<file path="config.mk">
export PLATFORM = sky130hd
export DESIGN_NAME = alu_issue
export DESIGN_NICKNAME = d
export VERILOG_FILES = /design/src/rtl/alu_pkg.sv /design/src/rtl/alu_issue_decode.sv /design/src/rtl/alu_issue.sv
export SDC_FILE = /design/constraint.sdc
export NUM_CORES = 1
export LEC_CHECK = 0
export BUFFER_PORTS_ARGS = -buffer_cell sky130_fd_sc_hd__buf_4
export CAP_MARGIN = 30
export CORE_ASPECT_RATIO = 2
export CORE_MARGIN = 1.5
export CORE_UTILIZATION = 42
export DETAILED_ROUTE_END_ITERATION = 8
export PLACE_DENSITY = 0.67
export SETUP_SLACK_MARGIN = 0.05
export SYNTH_ARGS = -nofsm -noshare
export SYNTH_HDL_FRONTEND = slang
export SYNTH_SLANG_ARGS = --single-unit
</file>
<file path="constraint.sdc">
create_clock -name clk -period 4.7 [get_ports clk]
set_input_delay 0.47 -clock clk [delete_from_list [all_inputs] [get_ports clk]]
set_output_delay 0.47 -clock clk [all_outputs]
set_load 0.05 [all_outputs]
</file>
<file path="src/rtl/alu_pkg.sv">
// Shared types and constants for the ALU interface.
// Holds the ALU op code enum, the RV32I opcode and funct7 constants that the
// issue decoder matches on, and the packed entry that travels from the issue
// stage to execute. The execute-stage ALU imports alu_op_t from here.
package alu_pkg;

  localparam int XLEN = 32;

  typedef enum logic [3:0] {
    ALU_ADD  = 4'd0,
    ALU_SUB  = 4'd1,
    ALU_AND  = 4'd2,
    ALU_OR   = 4'd3,
    ALU_XOR  = 4'd4,
    ALU_SLL  = 4'd5,
    ALU_SRL  = 4'd6,
    ALU_SRA  = 4'd7,
    ALU_PASS = 4'd15
  } alu_op_t;

  localparam logic [6:0] OPC_OP     = 7'b0110011;
  localparam logic [6:0] OPC_OP_IMM = 7'b0010011;
  localparam logic [6:0] OPC_LUI    = 7'b0110111;
  localparam logic [6:0] OPC_AUIPC  = 7'b0010111;

  localparam logic [6:0] FUNCT7_BASE = 7'b0000000;
  localparam logic [6:0] FUNCT7_ALT  = 7'b0100000;

  typedef struct packed {
    alu_op_t           aluOp;
    logic [XLEN-1:0]   a;
    logic [XLEN-1:0]   b;
    logic [4:0]        rd;
    logic              we;
    logic              illegal;
  } issue_entry_t;

  // Value every entry register holds coming out of reset.
  localparam issue_entry_t RESET_ENTRY = '{
    aluOp:   ALU_PASS,
    a:       '0,
    b:       '0,
    rd:      5'd0,
    we:      1'b0,
    illegal: 1'b0
  };

endpackage

</file>
<file path="src/rtl/alu_issue_decode.sv">
// Combinational decoder: RV32I instruction word, PC and register-file operands
// in, one fully formed issue entry out.
// Ports:
//   instr_i    - RV32I instruction word
//   pc_i       - instruction PC
//   rs1Data_i  - rs1 register value
//   rs2Data_i  - rs2 register value
//   entry_o    - op code, operands, rd, write enable, illegal flag
module alu_issue_decode
  import alu_pkg::*;
(
  input  logic [31:0]      instr_i,
  input  logic [XLEN-1:0]  pc_i,
  input  logic [XLEN-1:0]  rs1Data_i,
  input  logic [XLEN-1:0]  rs2Data_i,
  output issue_entry_t     entry_o
);

  logic [6:0] opcode;
  logic [2:0] funct3;
  logic [6:0] funct7;
  logic [4:0] rd;

  assign opcode = instr_i[6:0];
  assign funct3 = instr_i[14:12];
  assign funct7 = instr_i[31:25];
  assign rd     = instr_i[11:7];

  // The rs1 index field is consumed by the register file, not by this decoder.
  logic unusedRs1Idx;
  assign unusedRs1Idx = ^instr_i[19:15];

  logic            legal;
  alu_op_t         op;
  logic [XLEN-1:0] opA;
  logic [XLEN-1:0] opB;

  // Classify the instruction and pick operands; anything not explicitly
  // recognised stays illegal, which covers SLT/SLTU/SLTI/SLTIU and bad funct7.
  always_comb begin
    legal = 1'b0;
    op    = ALU_PASS;
    opA   = '0;
    opB   = '0;
    case (opcode)
      OPC_OP: begin
        opA = rs1Data_i;
        opB = rs2Data_i;
        if (funct7 == FUNCT7_BASE) begin
          legal = 1'b1;
          case (funct3)
            3'b000:  op = ALU_ADD;
            3'b001:  op = ALU_SLL;
            3'b100:  op = ALU_XOR;
            3'b101:  op = ALU_SRL;
            3'b110:  op = ALU_OR;
            3'b111:  op = ALU_AND;
            default: legal = 1'b0;
          endcase
        end else if (funct7 == FUNCT7_ALT) begin
          legal = 1'b1;
          case (funct3)
            3'b000:  op = ALU_SUB;
            3'b101:  op = ALU_SRA;
            default: legal = 1'b0;
          endcase
        end
      end
      OPC_OP_IMM: begin
        opA = rs1Data_i;
        opB = {{20{instr_i[31]}}, instr_i[31:20]};
        case (funct3)
          3'b000: begin op = ALU_ADD; legal = 1'b1; end
          3'b100: begin op = ALU_XOR; legal = 1'b1; end
          3'b110: begin op = ALU_OR;  legal = 1'b1; end
          3'b111: begin op = ALU_AND; legal = 1'b1; end
          3'b001: begin
            op    = ALU_SLL;
            opB   = {27'd0, instr_i[24:20]};
            legal = (funct7 == FUNCT7_BASE);
          end
          3'b101: begin
            op    = (funct7 == FUNCT7_ALT) ? ALU_SRA : ALU_SRL;
            opB   = {27'd0, instr_i[24:20]};
            legal = (funct7 == FUNCT7_BASE) || (funct7 == FUNCT7_ALT);
          end
          default: legal = 1'b0;
        endcase
      end
      OPC_LUI: begin
        legal = 1'b1;
        op    = ALU_PASS;
        opA   = '0;
        opB   = {instr_i[31:12], 12'd0};
      end
      OPC_AUIPC: begin
        legal = 1'b1;
        op    = ALU_ADD;
        opA   = pc_i;
        opB   = {instr_i[31:12], 12'd0};
      end
      default: legal = 1'b0;
    endcase
  end

  // Illegal instructions are squashed to a harmless PASS of zero with no write.
  always_comb begin
    entry_o.aluOp   = legal ? op : ALU_PASS;
    entry_o.a       = legal ? opA : '0;
    entry_o.b       = legal ? opB : '0;
    entry_o.rd      = rd;
    entry_o.we      = legal && (rd != 5'd0);
    entry_o.illegal = !legal;
  end

endmodule

</file>
<file path="src/rtl/alu_issue.sv">
// ALU issue stage: decodes an instruction from ID and registers it into the
// ID/EX boundary behind a valid/ready handshake on both sides. A main entry
// feeds execute; a skid entry catches the one instruction that may arrive
// while main is stalled, so id_ready can be a plain register.
// Ports:
//   clk, rst       - clock, synchronous active-high reset
//   flush          - drops every buffered entry
//   id_valid/id_ready, id_instr, id_pc, id_rs1_data, id_rs2_data - upstream
//   ex_valid/ex_ready, ex_alu_op, ex_a, ex_b, ex_rd, ex_we, ex_illegal - execute
module alu_issue
  import alu_pkg::*;
#(
  parameter int XLEN = 32
) (
  input  logic             clk,
  input  logic             rst,
  input  logic             flush,
  input  logic             id_valid,
  output logic             id_ready,
  input  logic [31:0]      id_instr,
  input  logic [XLEN-1:0]  id_pc,
  input  logic [XLEN-1:0]  id_rs1_data,
  input  logic [XLEN-1:0]  id_rs2_data,
  output logic             ex_valid,
  input  logic             ex_ready,
  output logic [3:0]       ex_alu_op,
  output logic [XLEN-1:0]  ex_a,
  output logic [XLEN-1:0]  ex_b,
  output logic [4:0]       ex_rd,
  output logic             ex_we,
  output logic             ex_illegal
);

  issue_entry_t decoded;

  alu_issue_decode uDecode (
    .instr_i   (id_instr),
    .pc_i      (id_pc),
    .rs1Data_i (id_rs1_data),
    .rs2Data_i (id_rs2_data),
    .entry_o   (decoded)
  );

  logic         mainValid_q, mainValid_d;
  logic         skidValid_q, skidValid_d;
  logic         idReady_q,   idReady_d;
  issue_entry_t mainEntry_q, mainEntry_d;
  issue_entry_t skidEntry_q, skidEntry_d;

  logic accept;
  logic drain;

  assign accept = id_valid && idReady_q;
  assign drain  = mainValid_q && ex_ready;

  // Main refills from skid first so order is kept; only with skid empty can a
  // new instruction go straight to main, which gives full throughput. When main
  // is held by execute a new arrival parks in skid. Flush beats acceptance.
  always_comb begin
    mainValid_d = mainValid_q;
    skidValid_d = skidValid_q;
    mainEntry_d = mainEntry_q;
    skidEntry_d = skidEntry_q;
    if (flush) begin
      mainValid_d = 1'b0;
      skidValid_d = 1'b0;
    end else if (!mainValid_q || drain) begin
      if (skidValid_q) begin
        mainValid_d = 1'b1;
        mainEntry_d = skidEntry_q;
        skidValid_d = 1'b0;
      end else if (accept) begin
        mainValid_d = 1'b1;
        mainEntry_d = decoded;
      end else begin
        mainValid_d = 1'b0;
      end
    end else if (accept) begin
      skidValid_d = 1'b1;
      skidEntry_d = decoded;
    end
    idReady_d = !skidValid_d;
  end

  // State registers; reset also loads the visible data fields with defaults.
  always_ff @(posedge clk) begin
    if (rst) begin
      mainValid_q <= 1'b0;
      skidValid_q <= 1'b0;
      idReady_q   <= 1'b1;
      mainEntry_q <= RESET_ENTRY;
      skidEntry_q <= RESET_ENTRY;
    end else begin
      mainValid_q <= mainValid_d;
      skidValid_q <= skidValid_d;
      idReady_q   <= idReady_d;
      mainEntry_q <= mainEntry_d;
      skidEntry_q <= skidEntry_d;
    end
  end

  assign id_ready   = idReady_q;
  assign ex_valid   = mainValid_q;
  assign ex_alu_op  = mainEntry_q.aluOp;
  assign ex_a       = mainEntry_q.a;
  assign ex_b       = mainEntry_q.b;
  assign ex_rd      = mainEntry_q.rd;
  assign ex_we      = mainEntry_q.we;
  assign ex_illegal = mainEntry_q.illegal;

endmodule

</file>
Yosys cells after proc, flatten, opt, wreduce, memory -nomap -nowiden
Cells that the tools add are included.
Storage, ports and cells
  flip-flop bits (word level): 153
  output and inout port bits: 77
  word-level logic and storage cells: 74
Cells by class
  eq/ne operators: 10
  muxes and demuxes: 26
  bitwise operators: 2
  reductions and logical operators: 21
Operator list (number)
  two-way mux 75 bit: 2
  two-way mux 32 bit: 3
  one-hot mux 32 bit (3 select lines): 1
  one-hot mux 32 bit (2 select lines): 1
  one-hot mux 4 bit (6 select lines): 2
  == test 7 x 6 -> 1 bit, second input constant: 3
  == test 7 x 5 -> 1 bit, second input constant: 2
  == test 3 bit, second input constant: 4
  two-way mux 4 bit: 3
  one-hot mux 4 bit (3 select lines): 1
  two-way mux 1 bit: 10
  OR reduction 2 bit: 5
  one-hot mux 4 bit (2 select lines): 1
  logical NOT 7 bit: 1
  one-hot mux 1 bit (3 select lines): 2
  AND reduction 3 bit: 2
  OR reduction 6 bit: 1
  nonzero test 5 bit: 1
  OR reduction 4 bit: 1
  == test 3 x 1 -> 1 bit, second input constant: 1
  logical AND 1 bit: 3
  logical NOT 1 bit: 3
  logical NOT 3 bit: 1
  logical OR 1 bit: 2
  2 further kinds: 3

Depth between registers and ports, before layout
Gate-level depths: netlist of run 1.
  depth in word-level cells: 9
  mapped depth: 9
  mapped depth without buffers: 5

By module
A second synthesis of run 1 with hierarchy kept.
Unflattened totals
  cell total of the unflattened synthesis: 1053
  area total of the unflattened synthesis: 8842.2 µm²
Modules (own cells, without submodules)
  alu_issue: times used 1, cells each 761, area an instance 7298.2 µm², seq. area each 3062.9 µm²
  alu_issue_decode: times used 1, cells each 292, area an instance 1544.0 µm², seq. area each 0.0 µm²

Worst setup path after synthesis of run 1
Ideal clock, no wire load.
  kind: reg2reg
  start: reg idReady_q, in the netlist id_ready
  end: reg mainEntry_q (netlist bit ex_a[23])
  setup time: 128 ps
  arrival: 2311 ps
  path slack: 2262 ps
  stages on the path, launching flop included: 7
  buffers on the path: 1
  path through: dfxtp_1 > a21oi_1 > nor3_1 > nand2b_1 > o41ai_2 > clkbuf_1 > nor2_1
Between the ends
  longest elaborated chain between the ends: 3
RTL lines
  start: declaration: RTL line alu_issue.sv:46  | logic idReady_q, idReady_d;
  start signal: assignment: RTL line alu_issue.sv:96  | idReady_q <= idReady_d;
  logical AND 1 bit: RTL line alu_issue.sv:53  | assign accept = id_valid && idReady_q;
  nonzero test 2 bit (no line)
  AND reduction 3 bit (no line)
  end signal: assignment: RTL line alu_issue.sv:97  | mainEntry_q <= mainEntry_d;
  end: declaration: RTL line alu_issue.sv:47  | issue_entry_t mainEntry_q, mainEntry_d;
Every way passes these cells.
A chain may end at the register's enable or synchronous reset.

Worst setup path after layout of run 1
  start: in id_instr[6]
  end: reg skidEntry_q[38] (netlist bit)
Between the ends
  longest elaborated chain between the ends: 4
  elaborated cells between the ends (all ways): 8
  classes of those cells: eq/ne: 4; mux: 3; reduce/logical: 1
RTL lines
  start: declaration: RTL line alu_issue.sv:20  | input logic [31:0] id_instr,
  == test 7 x 6 -> 1 bit / == test 7 x 5 -> 1 bit (equally long branches): RTL line alu_issue_decode.sv:45  | case (opcode)
  OR reduction 2 bit (no line)
  one-hot mux 32 bit (3 select lines) / one-hot mux 1 bit (3 select lines) (equally long branches): RTL line alu_issue_decode.sv:45
  two-way mux 32 bit *: RTL line alu_issue_decode.sv:110  | entry_o.b = legal ? opB : '0;
  end signal: assignment: RTL line alu_issue.sv:98  | skidEntry_q <= skidEntry_d;
  end: declaration: RTL line alu_issue.sv:48  | issue_entry_t skidEntry_q, skidEntry_d;
Every way passes the cells marked *; elsewhere a longest branch is shown, timed or not.

==> summary.txt, run 1 <==
Outcome
  – Outcome: complete, no violations

Clock tree
  – CTS tree: built
  – H-tree depth: 4
  – Num CTS Buffers: 17
  – CTS root buf: clkbuf_16
  – Maximum root-to-sink buffer count: 2
  – CTS clk-pin slew, worst paths: about 60 ps
  – Clock sinks: about 150
  – Post-CTS setup repair buffer count: 0
  – PostCTS Resize Cnt: 0
  – Worst-Skew Late Latency: 430 ps
  – Hold buffers post-CTS: 0

Pwr
  – Internal power: between 2 and 2.5 mW
  – Switch Pwr: just over 0.7 mW
  – Clk pwr share: 0.473
  – Pwr dens: between 300 and 400 nW/um^2
  – Sw frac: 0.241
  – Sequential fraction of design power: 0.437
  – Worst vdd ir: 0.263 mV
  – Total power: 2.99 mW
  – P_leak: between 3 and 4 nW
  – Gate power share: 0.090

Synth
  – Largest cells by area after synthesis: dfxtp_1, a22oi_1, a21oi_1, o22ai_1, a221o_1
  – YS warnings: 0
  – Post-synthesis sequential area ratio: 0.450
  – Post-Syn Nets: slightly above 900
  – Area leader, netlist: dfxtp_1
  – Post-Syn Area: between 6000 and 7000 um^2
  – Cell count after synthesis: 782
  – Post-synth EDFFs: 0
  – Avg Cell Area, Syn: slightly below 9 um^2
  – Ys async rst share: 0
  – Post-synth cell types: 48
  – Top_reg_cell synth: dfxtp_1
  – #FFs+latches synth: roughly 150
  – Synth top area share: 0.450

Placement
  – Port bufs: around 210
  – Detailed Place HPWL: about 15000 um
  – Gp weighted congestion: 0.852
  – Dpl ws: between 1000 and 1500 ps

Setup path
  – Top cell by count, worst path: buf_4
  – Required @ worst endpoint: a little over 5000 ps
  – Crit-path max cell delay: between 700 and 800 ps
  – Slowest CP cell: a2111oi_4
  – CP Max Fanout: 39
  – Family with the most delay on the worst path: compound AO/OA/AOI/OAI gates
  – Crit. Startpoint: id_instr[6]
  – Crit-path cells: buf_4 -> nand3b_1 -> or3_1 -> a2111oi_4 -> o31ai_4 -> buf_4 -> o31ai_1
  – Crit path DAT: ~3300 ps
  – R2R Path Start: ex_valid$_SDFFE_PP0P_
  – Critical Path Start Type: input port
  – Buf+Inv Stages, Crit Path: 2
  – Crit. End Element: flop
  – WS Path Type: input port to flop

Timing
  – Crit share post-route: 0.629
  – Hold slack: ~260 ps
  – RSZ-0062 raised after global routing: false
  – Fmax: approximately 0.34 GHz
  – Final Hold Fails: 0
  – Fin crit period: 2960 ps
  – Post-Route Skew: between 10 and 15 ps
  – Worst-margin pin slew: ~960 ps
  – Slew margin rel.: 0.360
  – Setup TNS: 0 ps
  – Final Worst Setup Slack: around 1700 ps
  – Final slew viol count: 0
  – Final setup vio count: 0

Die
  – Die footprint: approximately 17000 um^2
  – Die height: ~180 um
  – I/O pins: 210
  – Site Rows: 65
  – Core ar.: between 15000 and 20000 um^2
  – Die W: 93.0 um
  – Initial Utilization: 0.429

Drt
  – DR iter-0 viols: around 270
  – Router iterations before antenna repair: 5
  – Via Count: 6837
  – Final ANT Viol Nets: 0
  – DRC: 0
  – Drt wl/cell: approximately 19 um
  – Routed WL: 21800 um
  – Vias per cell: approximately 5.9

Layout
  – Fin nets: 1081
  – Utilization after layout: 0.575
  – Layout cell share with drive strength beyond 1: 0.292
  – ANT cells: 0
  – Area Growth Syn to Fin: 33.9%

Global route
  – Total global-route track usage: 0.259
  – Vias in the first global route: about 6800
  – Initial antenna violation count: 0
  – Global-route wire length before repair: between 30000 and 40000 um
  – Gr ovfl total: 0
  – Pin count of the biggest net entering global routing: 65

Run
  – Max-cap violation count: 0

Hold path
  – Hold Startpoint: flush
  – Hold WC Path Type: input port to flop
power by group through the flow:
stage / sequential (mW) / combinational (mW) / clock (mW)
2_1_floorplan: 1.36 / 0.0989 / 0
3_3_place_gp: 1.34 / 0.267 / 0
3_5_place_dp: 1.34 / 0.269 / 0
4_1_cts: 1.31 / 0.270 / 1.44
5_1_grt: 1.31 / 0.288 / 1.49
6_report: 1.31 / 0.270 / 1.41
final timing paths:
kind / endpoint / slack (ps) / depth (start not counted)
worst max-delay path: skidEntry_q[38]$_SDFFE_PP0P_ / 1740 / 7
worst min-delay path: ex_valid$_SDFFE_PP0P_ / 260 / 2
worst max register to register: skidEntry_q[38]$_SDFFE_PP0P_ / 2170 / 6
worst min register to register: skidEntry_q[33]$_SDFFE_PP0P_ / 450 / 2
cell usage after synthesis (5+ instances only):
cell and count:
dfxtp_1 153, a21oi_1 77, clkbuf_1 69, a22oi_1 65, nor2_1 57, o22ai_1 53
nand2_1 41, and3_1 39, inv_1 38, a221o_1 32, o21ai_0 32, a221oi_1 19
mux2i_1 16, o22ai_2 10, o31ai_1 8, a211oi_1 7, nor3_1 6, a31oi_1 5
nand2b_1 5
per-stage QoR:
| step | cells | area, um^2 |
|---|---|---|
| 4_1_cts | 1162 | 9120 |
| 3_3_place_gp | 1128 | 8490 |
| 2_1_floorplan | 782 | 6810 |
| 3_5_place_dp | 1130 | 8510 |
| 6_report | 1162 | 9120 |
| 5_1_grt | 1162 | 9120 |
per-layer routing:
| metal | routed length [um] | global-route usage | vias up |
|---|---|---|---|
| met5 | 0 | 0 | - |
| met4 | 748 | 0.126 | 0 |
| met3 | 1160 | 0.0448 | 50 |
| met2 | 12000 | 0.481 | 250 |
| met1 | 7870 | 0.273 | 3251 |
| li1 | - | - | 3286 |
worst register-to-register path, delay by kind of cell (launching register included):
kind,cells,cell delay (ps)
AO/OA/AOI/OAI,2,660
flip-flops,1,360
buffers and inverters,1,390
AND/OR/NAND/NOR,3,1030
flip-flops by register name (all words and copies together) (netlist names):
name / count
skidEntry_q: 75
ex_we: 1
ex_illegal: 1
ex_alu_op: 4
ex_b: 32
ex_rd: 5
skidValid_q: 1
id_ready: 1
ex_valid: 1
ex_a: 32
cell usage in the layout (no fill, tap or decap), types with 3 or more instances in the layout:
cell type and instances:
o22ai_1 53, o31ai_1 7, a32oi_1 4, inv_6 3, a221o_1 32, clkbuf_16 17, a31oi_1 5, o22ai_2 10
nand2b_1 5, nor2_1 55, mux2i_1 16, nand2_1 41, clkinvlp_4 4, a221oi_1 19, nor3_2 3, nand3b_1 4
and3_1 39, dfxtp_1 152, inv_1 38, a211oi_1 7, o21ai_0 32, nor3_1 4, buf_4 225, a21oi_1 77
bufinv_16 3, a22oi_1 65, or3_1 3
final cells by class:
| class | count | area [um^2] |
|---|---|---|
| Tap cell | 201 | 251 |
| Timing Repair Buffer | 225 | 1690 |
| Fill cell | 1488 | 6740 |
| Sequential cell | 153 | 3070 |
| Clock buffer | 19 | 443 |
| Clock inverter | 13 | 169 |
| Inverter | 39 | 146 |
| Multi-Input combinational cell | 512 | 3350 |
cells by family after synthesis:
family,synth area share
DFF,0.450
muxes,0.0235
AOI/OAI and AO/OA,0.340
and+or+nand+nor,0.119
buffers and inverters,0.0678
(Power assumes the default switching activity.)
==> run 2: changes to the inputs <==
clock period = 2.8 ns   (was 4.7 ns; I/O delays follow)
==> summary.txt, run 2 (same netlist as run 1, synthesis figures left out) <==
Setup path
  – Buf+Inv Stages, Crit Path: 1 (was 2)
  – Crit-path max cell delay: 570 ps (was 740 ps)
  – CP Max Fanout: 32 (was 39)
  – Crit path DAT: 2460 ps (was 3290 ps)
  – Critical Path Start Type: flop (was input port)
  – Required @ worst endpoint: 3150 ps (was 5030 ps)
  – Family with the most delay on the worst path: compound AO/OA/AOI/OAI gates (unchanged)
  – Slowest CP cell: dfxtp_4 (was a2111oi_4)
  – WS Path Type: flop to flop (was input port to flop)
  – Crit. End Element: flop (unchanged)
  – Crit-path cells: a21oi_1 -> or3_4 -> nor3_1 -> buf_4 -> o21ai_1 -> o22ai_1 (was buf_4 -> nand3b_1 -> or3_1 -> a2111oi_4 -> o31ai_4 -> buf_4 -> o31ai_1)

Global route
  – Vias in the first global route: 6693 (was 6755)
  – Pin count of the biggest net entering global routing: 97 (was 65)
  – Gr ovfl total: 0 (unchanged)
  – Initial antenna violation count: 0 (unchanged)
  – Global-route wire length before repair: 34300 um (about the same)
  – Total global-route track usage: 0.261 (was 0.259)

Layout
  – Most common cell after layout, fill and taps aside: buf_4 (unchanged)
  – # fillers: 1526 (was 1488)
  – Final Non-Filler Cells: 1163 (was 1162)
  – ANT cells: 0 (unchanged)
  – Fin nets: 1084 (was 1081)
  – Fin area: 9150 um^2 (was 9120 um^2)
  – Commonest non-fill, non-tap cells in the layout: buf_4, dfxtp_1, a21oi_1 (unchanged)
  – Layout cell share with drive strength beyond 1: 0.292 (about the same)
  – Largest register FFs: 75 (unchanged)
  – Area Growth Syn to Fin: 34.4% (was 33.9%)
  – Utilization after layout: 0.577 (was 0.575)
  – Biggest register: skidEntry_q (unchanged)

Timing
  – Final slew viol count: 0 (unchanged)
  – Final Hold Fails: 0 (unchanged)
  – Final Worst Setup Slack: 684 ps (was 1740 ps)
  – Crit share post-route: 0.756
  – Fin crit period: 2120 ps
  – Final setup vio count: 0 (unchanged)
  – Fmax: 0.473 GHz
  – Post-Route Skew: 7.67 ps (was 10.3 ps)
  – Worst-margin pin slew: 981 ps (was 960 ps)
  – Hold slack: 75.3 ps (was 259 ps)
  – RSZ-0062 raised after global routing: false (unchanged)
  – Slew margin rel.: 0.342 (was 0.360)
  – Setup TNS: 0 ps (unchanged)

Pwr
  – P_leak: 3.64 nW (was 3.62 nW)
  – Total power: 4.93 mW (was 2.99 mW)
  – Worst vdd ir: 0.406 mV (was 0.263 mV)
  – Pwr dens: 539 nW/um^2 (was 328 nW/um^2)

Drt
  – DRC: 0 (unchanged)
  – Router iterations before antenna repair: 5 (unchanged)
  – Final ANT Viol Nets: 0 (unchanged)
  – Routed WL: 22000 um (was 21800 um)
  – Vias per cell: 5.87 (was 5.88)
  – Via Count: 6825 (was 6837)
  – Drt wl/cell: 18.9 um (was 18.8 um)
  – DR iter-0 viols: 269 (was 268)

Die
  – Die height: 183 um (unchanged)
  – Core ar.: 15900 um^2 (unchanged)
  – Die W: 93.0 um (unchanged)
  – I/O pins: 210 (unchanged)
  – Site Rows: 65 (unchanged)
  – Initial Utilization: 0.429 (unchanged)
  – Die footprint: 17000 um^2 (unchanged)

Run
  – Max-cap violation count: 0 (unchanged)

Clock tree
  – CTS root buf: clkbuf_16 (unchanged)
  – Num CTS Buffers: 17 (unchanged)
  – Clock sinks: 153 (unchanged)
  – Post-CTS setup repair buffer count: 0 (unchanged)
  – PostCTS Resize Cnt: 0 (unchanged)
  – Maximum root-to-sink buffer count: 2 (unchanged)
  – CTS tree: built (unchanged)
  – CTS clk-pin slew, worst paths: 60 ps (about the same)
  – Hold buffers post-CTS: 0 (unchanged)
  – Worst-Skew Late Latency: 420 ps (was 430 ps)
  – H-tree depth: 4 (unchanged)

Outcome
  – Outcome: complete, no violations (unchanged)

Placement
  – Detailed Place HPWL: 14700 um (was 14800 um)
  – Gp weighted congestion: 0.914 (was 0.852)
  – Post-DP Area: 8570 um^2 (was 8510 um^2)
  – Dpl ws: 353 ps (was 1350 ps)
  – DP Cell Count: 1133 (was 1130)
  – Port bufs: 209 (unchanged)

Hold path
  – Hold WC Path Type: input port to flop (unchanged)
run 2: changes by cell type in the layout (fill, tap and decap cells not counted), sizes merged:
cell	change
inv	-3
bufinv	-1
clkinvlp	-1
clkinv	-1
buf	+3
clkbuf	+4
run 2: area by class of cell:
class | count | area (um^2) | area share
multi-input cells | 512 | 3340 | 0.365
repair buffers | 228 | 1760 | 0.193
flip-flops and latches | 153 | 3070 | 0.335
inverters | 39 | 146 | 0.0160
well taps | 201 | 251 | 0.0275
clock buffers | 23 | 488 | 0.0533
clock inverters | 7 | 92.6 | 0.0101
run 2: worst register-to-register path, stage by stage (launching register included):
cell and delay, ps:
dfxtp_4 570, a21oi_1 160, or3_4 380, nor3_1 140, buf_4 180, o21ai_1 340
o22ai_1 280
run 2: worst paths after layout:
kind	end	start	slack (ps)	cells after the start
max	ex_b[11]$_SDFFE_PP0P_	skidValid_q$_SDFF_PP0_	680	6
min	ex_valid$_SDFFE_PP0P_	flush	80	2
max reg2reg	ex_b[11]$_SDFFE_PP0P_	skidValid_q$_SDFF_PP0_	680	6
min reg2reg	skidEntry_q[12]$_SDFFE_PP0P_	skidEntry_q[12]$_SDFFE_PP0P_	440	2
run 2: power by group:
part,leakage [nW],total [mW],switching [mW],internal [mW]
Combinational,2.12,0.460,0.263,0.198
Clock,0.277,2.27,0.880,1.39
Sequential,1.23,2.19,0.00673,2.19
run 2: metal layers:
| layer | global-route usage | wire, um |
|---|---|---|
| met4 | 0.128 | 769 |
| met1 | 0.269 | 7840 |
| met2 | 0.487 | 12200 |
| met3 | 0.0522 | 1240 |
| met5 | 0 | 0 |
==> run 3: changes to the inputs <==
ABC_AREA = 1   (was default)
PLACE_DENSITY = 0.65   (was 0.67)
clock period = 1.97 ns   (was 2.8 ns; I/O delays follow)
==> summary.txt, run 3 <==
Die
  – Site Rows: 70 (was 65)
  – Die height: 197 um (was 183 um)
  – I/O pins: 210 (unchanged)
  – Initial Utilization: 0.431 (was 0.429)
  – Core ar.: 18300 um^2 (was 15900 um^2)
  – Die footprint: 19700 um^2 (was 17000 um^2)
  – Die W: 99.9 um (was 93.0 um)

Timing
  – Fin crit period: 1620 ps (was 2120 ps)
  – Final slew viol count: 0 (unchanged)
  – Slew margin rel.: 0.609 (was 0.342)
  – Final setup vio count: 0 (unchanged)
  – Setup TNS: 0 ps (unchanged)
  – Crit share post-route: 0.824 (was 0.756)
  – Worst-margin pin slew: 580 ps (was 981 ps)
  – Post-Route Skew: 10.2 ps (was 7.67 ps)
  – Fmax: 0.616 GHz (was 0.473 GHz)
  – Final Hold Fails: 0 (unchanged)
  – RSZ-0062 raised after global routing: false (unchanged)

Setup path
  – Critical Path Start Type: flop (unchanged)
  – R2R Path Start: ex_valid$_SDFFE_PP0P_ (was skidValid_q$_SDFF_PP0_)
  – Crit path DAT: 1980 ps (was 2460 ps)
  – WS Path Type: flop to flop (unchanged)
  – Required @ worst endpoint: 2320 ps (was 3150 ps)
  – Crit. End Element: flop (unchanged)
  – FF-to-FF setup slack: 350 ps (was 680 ps)
  – CP Max Fanout: 63 (was 32)
  – Crit. Startpoint: ex_valid$_SDFFE_PP0P_ (was skidValid_q$_SDFF_PP0_)

Clock tree
  – CTS root buf: clkbuf_16 (unchanged)
  – Clock sinks: 153 (unchanged)
  – PostCTS Resize Cnt: 0 (unchanged)
  – CTS clk-pin slew, worst paths: 70 ps (was 60 ps)
  – Num CTS Buffers: 17 (unchanged)
  – Worst-Skew Late Latency: 430 ps (was 420 ps)
  – Maximum root-to-sink buffer count: 2 (unchanged)
  – Post-CTS setup repair buffer count: 0 (unchanged)
  – H-tree depth: 4 (unchanged)
  – Hold buffers post-CTS: 0 (unchanged)
  – CTS tree: built (unchanged)

Synth
  – Most frequent cell after synthesis: nand2_1 (was dfxtp_1)
  – Post-Syn Nets: 1314 (was 915)
  – Post-synth EDFFs: 0 (unchanged)
  – Top_reg_cell synth: dfxtp_1 (unchanged)
  – Synth top area share: 0.388 (was 0.450)
  – Ys async rst share: 0 (unchanged)
  – Post-synth cell types: 28 (was 48)
  – Area leader, netlist: dfxtp_1 (unchanged)
  – Post-synthesis sequential area ratio: 0.388 (was 0.450)
  – Largest cells by area after synthesis: dfxtp_1, nand2_1, nor2_1, o21ai_0, a21oi_1 (was dfxtp_1, a22oi_1, a21oi_1, o22ai_1, a221o_1)
  – YS warnings: 0 (unchanged)
  – Cell count after synthesis: 1181 (was 782)
  – #FFs+latches synth: 153 (unchanged)
  – Post-Syn Area: 7890 um^2 (was 6810 um^2)
  – Avg Cell Area, Syn: 6.68 um^2 (was 8.71 um^2)
  – Commonest cells in the netlist: nand2_1, dfxtp_1, nor2_1 (was dfxtp_1, a21oi_1, clkbuf_1)

Hold path
  – Hold Startpoint: id_instr[8] (was flush)
  – Hold WC Path Type: input port to flop (unchanged)

Drt
  – DRC: 0 (unchanged)
  – Routed WL: 23700 um (was 22000 um)
  – Final ANT Viol Nets: 0 (unchanged)
  – Via Count: 8039 (was 6825)
  – Router iterations before antenna repair: 4 (was 5)
  – Drt wl/cell: 15.1 um (was 18.9 um)
  – DR iter-0 viols: 290 (was 269)
  – Vias per cell: 5.11 (was 5.87)

Layout
  – Commonest non-fill, non-tap cells in the layout: nand2_1, buf_4, dfxtp_1 (was buf_4, dfxtp_1, a21oi_1)
  – Utilization after layout: 0.561 (was 0.577)
  – Area Growth Syn to Fin: 30.1% (was 34.4%)
  – Most common cell after layout, fill and taps aside: nand2_1 (was buf_4)
  – Fin nets: 1479 (was 1084)
  – Layout cell share with drive strength beyond 1: 0.289 (was 0.292)
  – ANT cells: 0 (unchanged)
  – Biggest register: skidEntry_q (unchanged)
  – Largest register FFs: 75 (unchanged)

Global route
  – Total global-route track usage: 0.244 (was 0.261)
  – Global-route wire length before repair: 37900 um (was 34300 um)
  – Pin count of the biggest net entering global routing: 67 (was 97)
  – Gr ovfl total: 0 (unchanged)
  – Vias in the first global route: 7757 (was 6693)
  – Initial antenna violation count: 0 (unchanged)

Placement
  – Port bufs: 209 (unchanged)
  – Gp weighted congestion: 0.826 (was 0.914)
  – Detailed Place HPWL: 16500 um (was 14700 um)

Pwr
  – Worst vdd ir: 0.475 mV (was 0.406 mV)
  – P_leak: 5.01 nW (was 3.64 nW)
  – Pwr dens: 711 nW/um^2 (was 539 nW/um^2)

Run
  – Max-cap violation count: 0 (unchanged)

Outcome
  – Outcome: complete, no violations (unchanged)
## run 3: cell count changes after synthesis, sizes merged, moves of 20 or more
cell and change:
a21oi +73, a221o -32, a22oi -65, and3 -39
buf +20, nand2 +341, nand3 +65, nor2 +101
o21ai +81, o22ai -63
## run 3: final timing paths
kind / to / cells past startpoint
min reg2reg: ex_b[9]$_SDFFE_PP0P_ / 2
max reg2reg: skidEntry_q[51]$_SDFFE_PP0P_ / 8
max: skidEntry_q[51]$_SDFFE_PP0P_ / 8
min: skidEntry_q[3]$_SDFFE_PP0P_ / 3
## run 3: area by class of cell
cell class / instances / area (um^2)
Clock buffer: 19 / 443
Clock inverter: 11 / 171
Fill cell: 1808 / 8040
Sequential cell: 153 / 3060
Inverter: 55 / 209
Multi-Input combinational cell: 884 / 4170
Tap cell: 216 / 270
Timing Repair Buffer: 235 / 1940
## run 3: logic make-up after synthesis
logic type	Yosys count	share of synthesized area
AND/OR/NAND/NOR	613	0.334
AO/OA/AOI/OAI	271	0.193
flip-flops	153	0.388
buffers and inverters	144	0.0848
## run 3: metal layers
| layer | GRT usage | up-vias | wire length, um | share of wire |
|---|---|---|---|---|
| met3 | 0.0443 | 43 | 1150 | 0.048 |
| met4 | 0.112 | 0 | 766 | 0.032 |
| li1 | - | 4114 | - | - |
| met2 | 0.454 | 218 | 12600 | 0.53 |
| met1 | 0.261 | 3664 | 9210 | 0.39 |
| met5 | 0 | - | 0 | 0 |
## run 3: stage by stage
step / worst slack, ps / total power, mW / cells / hold slack (ps) / instance area, um^2
after global placement: 200 / 3.89 / 1543 / 445 / 9650
after detailed placement: 166 / 3.89 / 1543 / 455 / 9650
after CTS: 334 / 7.38 / 1573 / 19.0 / 10300
final: 348 / 7.30 / 1573 / 40.9 / 10300
after floorplan: 109 / 3.55 / 1181 / 332 / 7890
after global routing: 182 / 7.52 / 1573 / 42.1 / 10300
## run 3: where the power goes
group	internal [mW]	switching, mW	total, mW
logic	0.286	0.382	0.668
registers	3.13	0.0213	3.15
clock network	2.14	1.33	3.48
total	5.56	1.74	7.30
## run 3: worst max-delay path: stages (launching register included)
cell and delay, ps:
dfxtp_1 340, inv_1 40, nor2_1 70, inv_1 100
nor3_2 200, buf_12 300, buf_12 220, o21ai_0 90
a21oi_1 150
